$ cat src/rtl/heatmap_vga_pkg.sv
// Shared defaults and FSM state type for the heat-map VGA pixel path.
package heatmap_vga_pkg;

    localparam int unsigned DEF_ADDR_W     = 19;
    localparam int unsigned DEF_DATA_W     = 8;
    localparam int unsigned DEF_CLK_PER_MS = 50000;

    typedef enum logic [2:0] {
        StIdle,
        StStart,
        StArb,
        StHold,
        StDone
    } sched_state_e;

endpackage

$ cat src/rtl/rr_grant_picker.sv
// Round-robin picker: searches upward from last_grant+1 (mod N_REQ) and
// owns the last_grant pointer, which moves only on an advance strobe.
module rr_grant_picker #(
    parameter int unsigned N_REQ = 4,
    parameter int unsigned IDX_W = 2
) (
    input  logic             clk,
    input  logic             reset,
    input  logic [N_REQ-1:0] req_valid,
    input  logic             advance,
    output logic [IDX_W-1:0] grant_idx,
    output logic             any_valid
);

    logic [IDX_W-1:0] last_grant_q;

    // First valid requester after the pointer, wrapping at N_REQ.
    always_comb begin
        logic found;
        int   idx;
        grant_idx = '0;
        found     = 1'b0;
        idx       = 0;
        for (int k = 1; k <= int'(N_REQ); k++) begin
            idx = (int'(last_grant_q) + k) % int'(N_REQ);
            if (!found && req_valid[IDX_W'(idx)]) begin
                found     = 1'b1;
                grant_idx = IDX_W'(idx);
            end
        end
        any_valid = |req_valid;
    end

    // Pointer resets to N_REQ-1 so requester 0 wins the first search.
    always_ff @(posedge clk) begin
        if (reset) begin
            last_grant_q <= IDX_W'(N_REQ - 1);
        end else if (advance) begin
            last_grant_q <= grant_idx;
        end
    end

endmodule

$ cat src/rtl/heatmap_pixel_scheduler.sv
// Frame sequencer and round-robin arbiter for the shared VGA SRAM write port.
// Optional frame timer: define HEATMAP_FRAME_TIMER_EN.
module heatmap_pixel_scheduler
    import heatmap_vga_pkg::*;
#(
    parameter int unsigned N_REQ      = 4,
    parameter int unsigned ADDR_W     = DEF_ADDR_W,
    parameter int unsigned DATA_W     = DEF_DATA_W,
    parameter int unsigned CLK_PER_MS = DEF_CLK_PER_MS
) (
    input  logic                    clk,
    input  logic                    reset,
    input  logic                    start_key_n,
    input  logic                    hps_start,
    input  logic [N_REQ-1:0]        req_valid,
    input  logic [N_REQ*ADDR_W-1:0] req_addr,
    input  logic [N_REQ*DATA_W-1:0] req_color,
    input  logic [N_REQ-1:0]        req_done,
    output logic [N_REQ-1:0]        req_ack,
    output logic                    solver_start,
    output logic [ADDR_W-1:0]       sram_address,
    output logic                    sram_write,
    output logic [DATA_W-1:0]       sram_writedata,
    output logic                    frame_done,
    output logic [31:0]             frame_ms
);

    localparam int unsigned IDX_W = (N_REQ > 1) ? $clog2(N_REQ) : 1;

    sched_state_e     state_q, state_d;
    logic             start;
    logic             advance;
    logic             any_valid;
    logic [IDX_W-1:0] grant_idx;
    logic [N_REQ-1:0] grant_onehot;

    assign start = ~start_key_n | hps_start;

    rr_grant_picker #(
        .N_REQ(N_REQ),
        .IDX_W(IDX_W)
    ) u_picker (
        .clk      (clk),
        .reset    (reset),
        .req_valid(req_valid),
        .advance  (advance),
        .grant_idx(grant_idx),
        .any_valid(any_valid)
    );

    // Next state; valid beats done in ARB, HOLD ignores requests.
    always_comb begin
        state_d = state_q;
        advance = 1'b0;
        unique case (state_q)
            StIdle:  if (start) state_d = StStart;
            StStart: state_d = StArb;
            StArb: begin
                if (any_valid) begin
                    advance = 1'b1;
                    state_d = StHold;
                end else if (&req_done) begin
                    state_d = StDone;
                end
            end
            StHold:  state_d = StArb;
            StDone:  if (start) state_d = StStart;
            default: state_d = StIdle;
        endcase
    end

    // State register.
    always_ff @(posedge clk) begin
        if (reset) state_q <= StIdle;
        else       state_q <= state_d;
    end

    // One-hot form of the grant index for the acknowledge.
    always_comb begin
        grant_onehot            = '0;
        grant_onehot[grant_idx] = 1'b1;
    end

    // Registered outputs: write strobe and ack appear the cycle after the grant.
    always_ff @(posedge clk) begin
        if (reset) begin
            solver_start   <= 1'b0;
            sram_write     <= 1'b0;
            req_ack        <= '0;
            sram_address   <= '0;
            sram_writedata <= '0;
        end else begin
            solver_start <= (state_q == StStart);
            sram_write   <= advance;
            req_ack      <= advance ? grant_onehot : '0;
            if (advance) begin
                sram_address   <= req_addr[grant_idx*ADDR_W +: ADDR_W];
                sram_writedata <= req_color[grant_idx*DATA_W +: DATA_W];
            end
        end
    end

    assign frame_done = (state_q == StDone);

`ifdef HEATMAP_FRAME_TIMER_EN
    logic [31:0] presc_q, presc_d;
    logic [31:0] ms_q, ms_d;
    logic [31:0] frame_ms_q;

    // Prescaled ms counter, running only while the frame is being drawn.
    always_comb begin
        presc_d = presc_q;
        ms_d    = ms_q;
        if (state_q == StStart) begin
            presc_d = '0;
            ms_d    = '0;
        end else if (state_q == StArb || state_q == StHold) begin
            if (presc_q == 32'(CLK_PER_MS - 1)) begin
                presc_d = '0;
                ms_d    = ms_q + 32'd1;
            end else begin
                presc_d = presc_q + 32'd1;
            end
        end
    end

    // Counter state and capture of the duration on entry to DONE.
    always_ff @(posedge clk) begin
        if (reset) begin
            presc_q    <= '0;
            ms_q       <= '0;
            frame_ms_q <= '0;
        end else begin
            presc_q <= presc_d;
            ms_q    <= ms_d;
            if (state_q == StStart) begin
                frame_ms_q <= '0;
            end else if (state_q == StArb && state_d == StDone) begin
                frame_ms_q <= ms_d;
            end
        end
    end

    assign frame_ms = frame_ms_q;
`else
    // Keeps the timer parameter referenced when the timer is compiled out.
    logic unused_clk_per_ms;
    assign unused_clk_per_ms = ^(32'(CLK_PER_MS));
    assign frame_ms = '0;
`endif

endmodule

$ cat config.mk
export PLATFORM = sky130hd
export DESIGN_NAME = heatmap_pixel_scheduler
export DESIGN_NICKNAME = d
export VERILOG_FILES = /design/src/rtl/heatmap_vga_pkg.sv /design/src/rtl/rr_grant_picker.sv /design/src/rtl/heatmap_pixel_scheduler.sv
export SDC_FILE = /design/constraint.sdc
export NUM_CORES = 1
export LEC_CHECK = 0
export CORE_MARGIN = 2
export CORE_UTILIZATION = 36
export CTS_CLUSTER_DIAMETER = 40
export DETAILED_ROUTE_END_ITERATION = 8
export PLACE_DENSITY = 0.87
export SLEW_MARGIN = 10
export SYNTH_ARGS = -nofsm -noshare
export SYNTH_HDL_FRONTEND = slang
export SYNTH_HIERARCHICAL = 1
export SYNTH_SLANG_ARGS = --single-unit
$ cat constraint.sdc
create_clock -name clk -period 3.95 [get_ports clk]
set_clock_uncertainty 0.05 [all_clocks]
set_input_delay 1.185 -clock clk [delete_from_list [all_inputs] [get_ports clk]]
set_output_delay 1.185 -clock clk [all_outputs]
set_load 0.03 [all_outputs]
==> out/metrics.cfg <==
[status]
status=completed

[grt]
grt_max_degree=33
grt_util_all_layers_pct=19.8
grt_remaining_overflow=0
grt_pass1_wl_um=10900
antenna_found_initial=0
grt_pass1_vias=2143

[layout]
fill_cells=482
final_cell_area_um2=3940
antenna_cells=0
drive_above_1_share_pct=9.88
final_cells=411
fin_nets=453
area_growth_pct=69.5

[placed_design]
placed_cells=403
gp_congestion=0.828
place_area_um2=3790
dp_hpwl_um=5530
io_buffers=153

[yosys]
synth_most_common_cell=dfxtp_1
ys_warn_count=6
synth_top_area_share_pct=32.8
yosys-top-cells-count=dfxtp_1 (38), buf_4 (32), a22o_1 (27), mux4_1 (14), mux4_2 (13)
ys_seq_elements=38
synth_cell_types=41
synth.avg_cell_area_um2=12.8
post_synth_instance_area_um2=2320
ys_seq_area_share_pct=32.8
synth_top_cell_by_area=dfxtp_1
synth_edf_count=0
synth_top_flop_cell=dfxtp_1
async_flop_share_pct=0
postSynthCellCount=181
synthTopCellsByArea=dfxtp_1 (33%), mux4_1 (16%), mux4_2 (13%), buf_4 (10%), a22o_1 (10%)

[drt]
via_per_inst=5.18
drc=0
routed.top_layer=met4
wl_met1_um=2560
wirelength_um=7060
wl_met3_um=796
drt_pass1_iterations=4
vias=2130
route.detailed.wl_per_inst_um=17.2
ant_nets=0
wl_met2_um=3610
drt_iter0_drc=47

[clock_network]
cts_root_buffer=clkbuf_8
clk_latency_ns=0.28
htreeDepth=2
postCtsHoldBufs=0
cts_resized=0
cts_inserted_buffers=5
clkTransAtPathRegs_ns=0.08
clock-sinks=38
cts_buffer_depth=2
cts_setup_buffers=0
cts_tree=built

[die]
row_count=29
core_um2=6280
dieArea_um2=7110
start_util_pct=37.0
fp.dieH_um=84.3
ios=186
fp.dieW_um=84.3

[worst_setup_path]
required_ns=4.08
setup.worst_path.class=input pin to flip-flop
r2r_slack_ns=1.77
reg2reg_depth=5
arrival_ns=3.32
rr_startpoint=u_picker/last_grant_q[1]
startpoint_type=input pin
reg2reg_to=sram_address[7]
crit_path_max_fanout=15
endpoint_kind=flip-flop

[worst_hold_path]
hold_start=sram_writedata[0]
hp-class=flip-flop to flip-flop
hold_path_depth=1
min_to=sram_writedata[0]

[sta]
hold_violations=0
max_freq_mhz=313
relSlewSlack_pct=65.9
setup_tns_ns=0
finalSetupViolations=0
hold_ws_ns=0.426
finalCritPeriodShare_pct=80.9
tightestPinTransition_ns=0.505
finalMaxSlewViolations=0
layout_min_cycle_time_ns=3.19
rsz0062_at_grt=false

[power]
p_per_area_nw_per_um2=365
p_leak_nw=1.53
ir_drop_mv=0.226
power.total_mw=1.44

[run]
maxCapViolCount=0

[worst max-delay path by stage]
stage                             from                end  slack [ns]
final                     req_valid[1]    sram_address[7]        0.76
after global routing      req_valid[1]    sram_address[8]        0.62
after CTS                 req_valid[1]    sram_address[7]        0.74
after detailed placement  req_valid[1]    sram_address[7]        0.43
after global placement    req_valid[1]  sram_writedata[0]        0.51
after floorplan           req_valid[1]   sram_address[10]        1.19
[kinds of logic after synthesis]
group,synth area share [%]
AOI/OAI and AO/OA,14.9
other,0.161
and+or+nand+nor,8.46
muxes,28.9
DFF,32.8
buffers and inverters,14.9
[power by group]
group / internal [mW] / total, mW / switching [mW]
Combinational: 0.309 / 0.569 / 0.261
Sequential: 0.426 / 0.458 / 0.0327
Clock: 0.270 / 0.410 / 0.141
Total: 1.00 / 1.44 / 0.434
[cell usage in the layout, fill, tap and decap left out, types with 2 or more instances in the layout]
| cell | instances |
|---|---|
| a21oi_1 | 2 |
| clkdlybuf4s50_1 | 153 |
| inv_1 | 3 |
| conb_1 | 32 |
| nor2_1 | 4 |
| mux4_1 | 14 |
| a211oi_1 | 2 |
| and3b_1 | 2 |
| bufinv_16 | 2 |
| dfxtp_1 | 38 |
| mux4_2 | 13 |
| clkbuf_8 | 6 |
| buf_4 | 5 |
| nor4b_1 | 2 |
| nand2_1 | 3 |
| a22o_1 | 27 |
[through the flow]
| step | worst slack (ns) | utilization, % |
|---|---|---|
| detailed placement | 0.433 | 60.4 |
| floorplan | 1.19 | - |
| finish | 0.756 | 62.7 |
| global placement | 0.510 | 60.4 |
| global route | 0.623 | 62.7 |
| CTS | 0.736 | 62.7 |
[cell type report]
type | instances | area, um^2 | share of cell area [%]
Sequential cell | 38 | 761 | 19.3
Clock inverter | 2 | 60.1 | 1.53
Timing Repair Buffer | 158 | 1570 | 39.9
Inverter | 3 | 11.3 | 0.286
Tap cell | 77 | 96.3 | 2.45
Multi-Input combinational cell | 127 | 1360 | 34.5
Clock buffer | 6 | 82.6 | 2.10
[worst max-delay path, stage by stage]
cell and delay, ns:
clkdlybuf4s50_1 0.51, nor2b_1 0.23, o21bai_1 0.13, o211ai_1 0.13, buf_4 0.34, mux4_1 0.59
a22o_1 0.20
[flip-flops by register name, summed over array words and instances, names as in the netlist]
| register | flops |
|---|---|
| req_ack | 4 |
| solver_start | 1 |
| sram_address | 19 |
| sram_write | 1 |
| sram_writedata | 8 |
| state_q | 3 |
| u_picker/last_grant_q | 2 |
[per-layer routing]
metal  global-route usage [%]  vias to the layer above
li1                         -                      961
met1                     22.0                     1023
met2                     36.1                      140
met3                     6.00                        6
met4                     5.72                        0
met5                        0                        -
(Power assumes the default switching activity.)
